--- config.mk ---
export PLATFORM = sky130hd
export DESIGN_NAME = universal_ring_counter
export DESIGN_NICKNAME = d
export VERILOG_FILES = /design/src/rtl/universal_ring_counter.sv
export SDC_FILE = /design/constraint.sdc
export NUM_CORES = 1
export LEC_CHECK = 0
export ABC_AREA = 1
export CORE_MARGIN = 5
export CORE_UTILIZATION = 50
export DETAILED_ROUTE_END_ITERATION = 6
export PLACE_DENSITY = 0.86
export RECOVER_POWER = 100
export SLEW_MARGIN = 5
export SYNTH_ARGS = -nofsm -noshare
export SYNTH_HDL_FRONTEND = slang
export SYNTH_SLANG_ARGS = --single-unit
export TNS_END_PERCENT = 30
--- constraint.sdc ---
create_clock -name clk -period 3.1 [get_ports clk]
set_clock_uncertainty 0.1 [all_clocks]
set_input_delay 0.62 -clock clk [delete_from_list [all_inputs] [get_ports clk]]
set_output_delay 0.62 -clock clk [all_outputs]
set_load 0.03 [all_outputs]
--- src/rtl/universal_ring_counter.sv ---
// Parametrised ring / Johnson / serial-shift register with parallel load.
// Tracks a reference pattern, pulses wrap on each return to it and counts steps since.
module universal_ring_counter #(
  parameter int              WIDTH       = 5,
  parameter logic [WIDTH-1:0] RESET_VALUE = {{(WIDTH-1){1'b0}}, 1'b1},
  localparam int             CW          = $clog2(2*WIDTH+1)
) (
  input  logic             clk,
  input  logic             rst,
  input  logic             en,
  input  logic             load,
  input  logic [WIDTH-1:0] load_data,
  input  logic [1:0]       mode,
  input  logic             dir,
  input  logic             ser_in,
  output logic [WIDTH-1:0] dout,
  output logic             wrap,
  output logic [CW-1:0]    step_cnt
);

  localparam logic [1:0]    MODE_HOLD = 2'b11;
  localparam logic [CW-1:0] CNT_MAX   = {CW{1'b1}};

  logic [WIDTH-1:0] dout_q, dout_d;
  logic [WIDTH-1:0] ref_q, ref_d;
  logic [CW-1:0]    cnt_q, cnt_d;
  logic             wrap_q, wrap_d;
  logic [1:0]       mode_q, mode_d;
  logic             fill;
  logic [WIDTH-1:0] step_val;

  // Bit shifted in at the vacated end: rotated bit, its inverse, or the serial input.
  always_comb begin
    fill = ser_in;
    case (mode)
      2'b00:   fill = dir ? dout_q[0] : dout_q[WIDTH-1];
      2'b01:   fill = dir ? ~dout_q[0] : ~dout_q[WIDTH-1];
      default: fill = ser_in;
    endcase
    step_val = dir ? {fill, dout_q[WIDTH-1:1]} : {dout_q[WIDTH-2:0], fill};
  end

  always_comb begin
    dout_d = dout_q;
    ref_d  = ref_q;
    cnt_d  = cnt_q;
    wrap_d = 1'b0;
    mode_d = mode_q;
    if (load) begin
      dout_d = load_data;
      ref_d  = load_data;
      cnt_d  = '0;
      mode_d = mode;
    end else if (mode != mode_q) begin
      // Mode change: no shift, the current value becomes the new reference.
      ref_d  = dout_q;
      cnt_d  = '0;
      mode_d = mode;
    end else if (en && (mode != MODE_HOLD)) begin
      dout_d = step_val;
      if (step_val == ref_q) begin
        wrap_d = 1'b1;
        cnt_d  = '0;
      end else if (cnt_q != CNT_MAX) begin
        cnt_d  = cnt_q + 1'b1;
      end
    end
  end

  always_ff @(posedge clk or posedge rst) begin
    if (rst) begin
      dout_q <= RESET_VALUE;
      ref_q  <= RESET_VALUE;
      cnt_q  <= '0;
      wrap_q <= 1'b0;
      mode_q <= 2'b00;
    end else begin
      dout_q <= dout_d;
      ref_q  <= ref_d;
      cnt_q  <= cnt_d;
      wrap_q <= wrap_d;
      mode_q <= mode_d;
    end
  end

  assign dout     = dout_q;
  assign wrap     = wrap_q;
  assign step_cnt = cnt_q;

endmodule

### Yosys cells after proc, flatten, opt, wreduce, memory -nomap -nowiden

Index checks and enable logic that the tools add are counted.

| storage, ports and cells | value |
|---|---|
| register bits | 17 |
| input port bits | 13 |
| output and inout port bits | 10 |
| logic and storage cells | 42 |

| cells by class | value |
|---|---|
| $add $sub $neg | 1 |
| eq/ne operators | 6 |
| mux-type cells | 20 |
| bitwise logic cells | 2 |
| reductions and logical operators | 8 |

Operators with widths:

| cell | count |
|---|---|
| two-way mux 5 bit | 6 |
| two-way mux 4 bit | 5 |
| two-way mux 1 bit | 6 |
| equality test 5 bit | 1 |
| adder 4 x 1 -> 4 bit, second input constant | 1 |
| two-way mux 2 bit | 2 |
| inequality test 2 bit, second input constant | 2 |
| inequality test 4 bit, second input constant | 1 |
| AND reduction 2 bit | 2 |
| nonzero test 2 bit | 2 |
| nonzero test 4 bit | 1 |
| nonzero test 3 bit | 1 |
| equality test 2 x 1 -> 1 bit, second input constant | 1 |
| logical NOT 2 bit | 1 |
| inequality test 2 bit | 1 |
| NOT 1 bit | 2 |
| case mux 1 bit (2 select lines) | 1 |
| logical AND 1 bit | 1 |

### Logic depth before layout (Yosys ltp)

| depth | value |
|---|---|
| word-level depth | 9 |
| depth in mapped cells | 16 |
| gate-level depth less buffers | 15 |

### Least setup slack after synthesis

OpenSTA, ideal clock, no wires.

| timing path | value |
|---|---|
| path type | input to register |
| from | input port dir |
| to | register cnt_q[0] (netlist: step_cnt[0]) |
| library setup time | 118 ps |
| arrival | 1633 ps |
| data required time | 2882 ps |
| slack | 1250 ps |
| stages | 10 |
| path buffers | 1 |
| path through | buf_6 -> nand2_1 -> o21ai_1 -> xor2_1 -> nor3_4 -> nand3_4 -> nand2_4 -> nand2_4 -> nand3_1 -> nand2_1 |

| between the ends | value |
|---|---|
| word-level cells in the longest chain between the ends | 8 |
| elaborated cells between the ends (all ways) | 11 |
| classes of those cells | eq/ne (1); mux (8); reduce/logical (2) |

Ends and longest elaborated chain:

| item | RTL line | source |
|---|---|---|
| from (decl) | 14 | `input logic dir,` |
| two-way mux 1 bit (on tied branches) | 37, 36 |  |
| case mux 1 bit (2 select lines) | 35 | `case (mode)` |
| two-way mux 5 bit * | 40 | `step_val = dir ? {fill, dout_q[WIDTH-1:1]} : {dout_q[WIDTH-2:0], fill};` |
| equality test 5 bit * | 61 | `if (step_val == ref_q) begin` |
| two-way mux 4 bit | 61 |  |
| two-way mux 4 bit | 59 | `end else if (en && (mode != MODE_HOLD)) begin` |
| two-way mux 4 bit | 54 | `end else if (mode != mode_q) begin` |
| two-way mux 4 bit | 49 | `if (load) begin` |
| to (signal assigned) | 80 | `cnt_q <= cnt_d;` |
| to (decl) | 26 | `logic [CW-1:0] cnt_q, cnt_d;` |

Every way passes the cells marked *; elsewhere a longest branch is shown, timed or not. The select of a mux whose other input is x is not followed.
A chain may end at the register's enable or synchronous reset.

### Final worst setup path

Same ends and word-level chain as after synthesis.

==> impl_metrics.tcl <==
set metrics [dict create \
    grt_overflow 0 \
    vias 961 \
    clk_pin_slew_ns 0.10 \
    cts_setup_buffers 0 \
    io_pins 23 \
    comb_power_share_pct 29.6 \
    finalCriticalPeriod_ns 2.57 \
    viasPerCell 5.25 \
    arrival_ns 2.67 \
    layout_common_cells "nand2_1 (29), inv_1 (19), dfrtp_1 (15), dlygate4sd3_1 (14), nand3_1 (12)" \
    dp_slack_ns 0.481 \
    drt_iter0_drc 21 \
    rsz0062_at_grt "false" \
    cts_htree_levels 1 \
    relSlewSlack_pct 52.4 \
    crit_fanout 10 \
    cts_tree "yes" \
    final_common_cell "nand2_1" \
    remaining_drc_errors 0 \
    path_cells "dlygate4sd3_1, nand2_1, nand2_1, nand2_1, nand3_2, nand3_2, nand2_1, nand2_2, nand2_2, nand3_1, nand2_4, nand2_4, nand3_1, nand2_1" \
    critPathTopFamily "simple AND/OR/NAND/NOR gates" \
    dpl.cell_count 179 \
    p_leak_uw 0.000632 \
    ys_ff_latch 17 \
    p_seq_share_pct 47.7 \
    cp_slowest_cell "dlygate4sd3_1" \
    grt_pass1_wl_um 4530 \
    numCtsBuffers 3 \
    first_global_vias 1003 \
    num-nets-final 171 \
    n_antenna_cell 0 \
    switchingPower_uw 184 \
    p_per_area_nw_per_um2 408 \
    dieWidth_um 56.4 \
    drt_first_pass_iters 4 \
    cts.sinks 17 \
    worst_slack_ns 0.526 \
    cpMostUsedCell "nand2_1" \
    final.setup.tns_ns 0 \
    dieHeight_um 56.4 \
    syn_nets 147 \
    p_clk_share_pct 22.7 \
    track_usage_pct 17.8 \
    fin_crit_sh_pct 83.0 \
    drv_slew 0 \
    required_ns 3.19 \
    drive_gt1_share_pct 14.7 \
    intPower_uw 353 \
    clockBufferDepth 2 \
    start_kind "input port" \
    irDropWorstVdd_mv 0.336 \
    final_cells 183 \
    crit_path_end_kind "flop" \
    io_buffers 22 \
    clock_latency_ns 0.29 \
    cts_root_buf "clkbuf_4" \
    rows 16 \
    status "finished clean" \
    yosys.cell_types.count 27 \
    ys_seq_area_share_pct 39.8 \
    cts-resized-gates 0 \
    antenna_left 0 \
    switching_share_pct 34.2 \
    netlist_area_um2 1070 \
    cts-hold-fix-buffers 0 \
    fmax_mhz 389 \
    finalSetupViolations 0 \
    total_power_uw 537 \
    start_util_pct 53.7 \
    place_congestion 0.904 \
    crit_type "in -> reg" \
    critPathBufInv 1 \
    fp.dieArea_um2 3180 \
    hp-class "reg -> reg" \
    hold_viol 0 \
    wirelength_um 2460 \
    fillerInstances 172 \
    syn_to_final_growth_pct 22.6 \
    grt_max_degree 18 \
    cap_violations 0 \
    yosys_warnings 0 \
    avgSynthCellArea_um2 8.08 \
    slowest_delay_ns 0.79 \
    wl_per_cell_um 13.4 \
    core_area_um2 2000 \
    tightest_slew_ns 0.707 \
    netlist_instances 133 \
    dp_hpwl_um 1940 \
    antenna_found_initial 0 \
]
sequential cells by signal (all words and copies together), names as in the netlist:
name / cells
mode_q: 2
ref_q: 5
dout: 5
step_cnt: 4
wrap: 1
cell usage after synthesis (all sizes together):
cell / instances / share of area, %
buf: 1 / 1.0
clkbuf: 3 / 1.0
dfrtp: 15 / 35
dfstp: 2 / 4.9
ha: 1 / 1.2
inv: 21 / 7.6
nand2: 37 / 16
nand3: 15 / 9.5
nand4: 2 / 1.2
nor2: 10 / 4.9
nor3: 1 / 1.5
o211ai: 3 / 2.1
o21ai: 11 / 5.5
o221ai: 3 / 2.4
o311ai: 1 / 0.82
or2: 1 / 0.58
xnor2: 3 / 2.4
xor2: 3 / 2.4
logic make-up (layout without fill, tap and decap cells):
| kind of cell | after synthesis | count (layout) | share of synthesized area, % |
|---|---|---|---|
| AOI/OAI and AO/OA | 18 | 18 | 10.8 |
| xor gates and xnor gates | 6 | 6 | 4.89 |
| adders and majority gates | 1 | 1 | 1.16 |
| buffers and inverters | 25 | 48 | 9.66 |
| DFF | 17 | 17 | 39.8 |
| and+or+nand+nor | 66 | 66 | 33.6 |
path summary, 6_finish.rpt:
check,from,to,slack [ns],cells after the start
max in group asynchronous,rst,mode_q[0],1.76,2
max reg2reg,dout[0],step_cnt[0],1.11,13
min,ref_q[0],ref_q[0],0.44,2
min reg2reg,ref_q[0],ref_q[0],0.44,2
min in group asynchronous,rst,ref_q[1],0.74,2
max,dir,step_cnt[0],0.53,14
tightest hold or removal path, cell delays in order (launching register included):
cell     delay, ns
dfstp_2       0.38
inv_1         0.07
o21ai_0       0.09
power groups by stage:
stage                     combinational [µW]  clock (µW)  sequential, µW
after CTS                                171         124             256
after global routing                     177         131             259
after global placement                   166           0             259
after floorplan                         99.1           0             275
final                                    159         122             256
after detailed placement                 170           0             261
routing by layer:
metal  up-vias  routed length, µm  track usage [%]
li1        477                  -                -
met1       449               1040             21.4
met2        31               1270             31.6
met3         4                132             4.13
met4         0                 21             5.08
met5         -                  0                0
cell type report:
class                      instances  area [µm²]  share of cell area, %
timing repair buffer              23         228                   17.3
clock buffer                       4        26.3                   1.99
multi-input combinational         91         520                   39.5
inverter                          21        81.3                   6.17
sequential                        17         428                   32.5
tap                               27        33.8                   2.56
metrics by stage:
step           hold WS [ns]  utilization (%)  instance area, µm²
2_1_floorplan         0.384                -                1070
6_report              0.443             65.8                1320
3_5_place_dp          0.422             65.6                1310
5_1_grt               0.507             65.8                1320
4_1_cts               0.440             66.9                1340
3_3_place_gp          0.396             65.6                1310
Note: power is estimated with default switching activity, not from simulation.
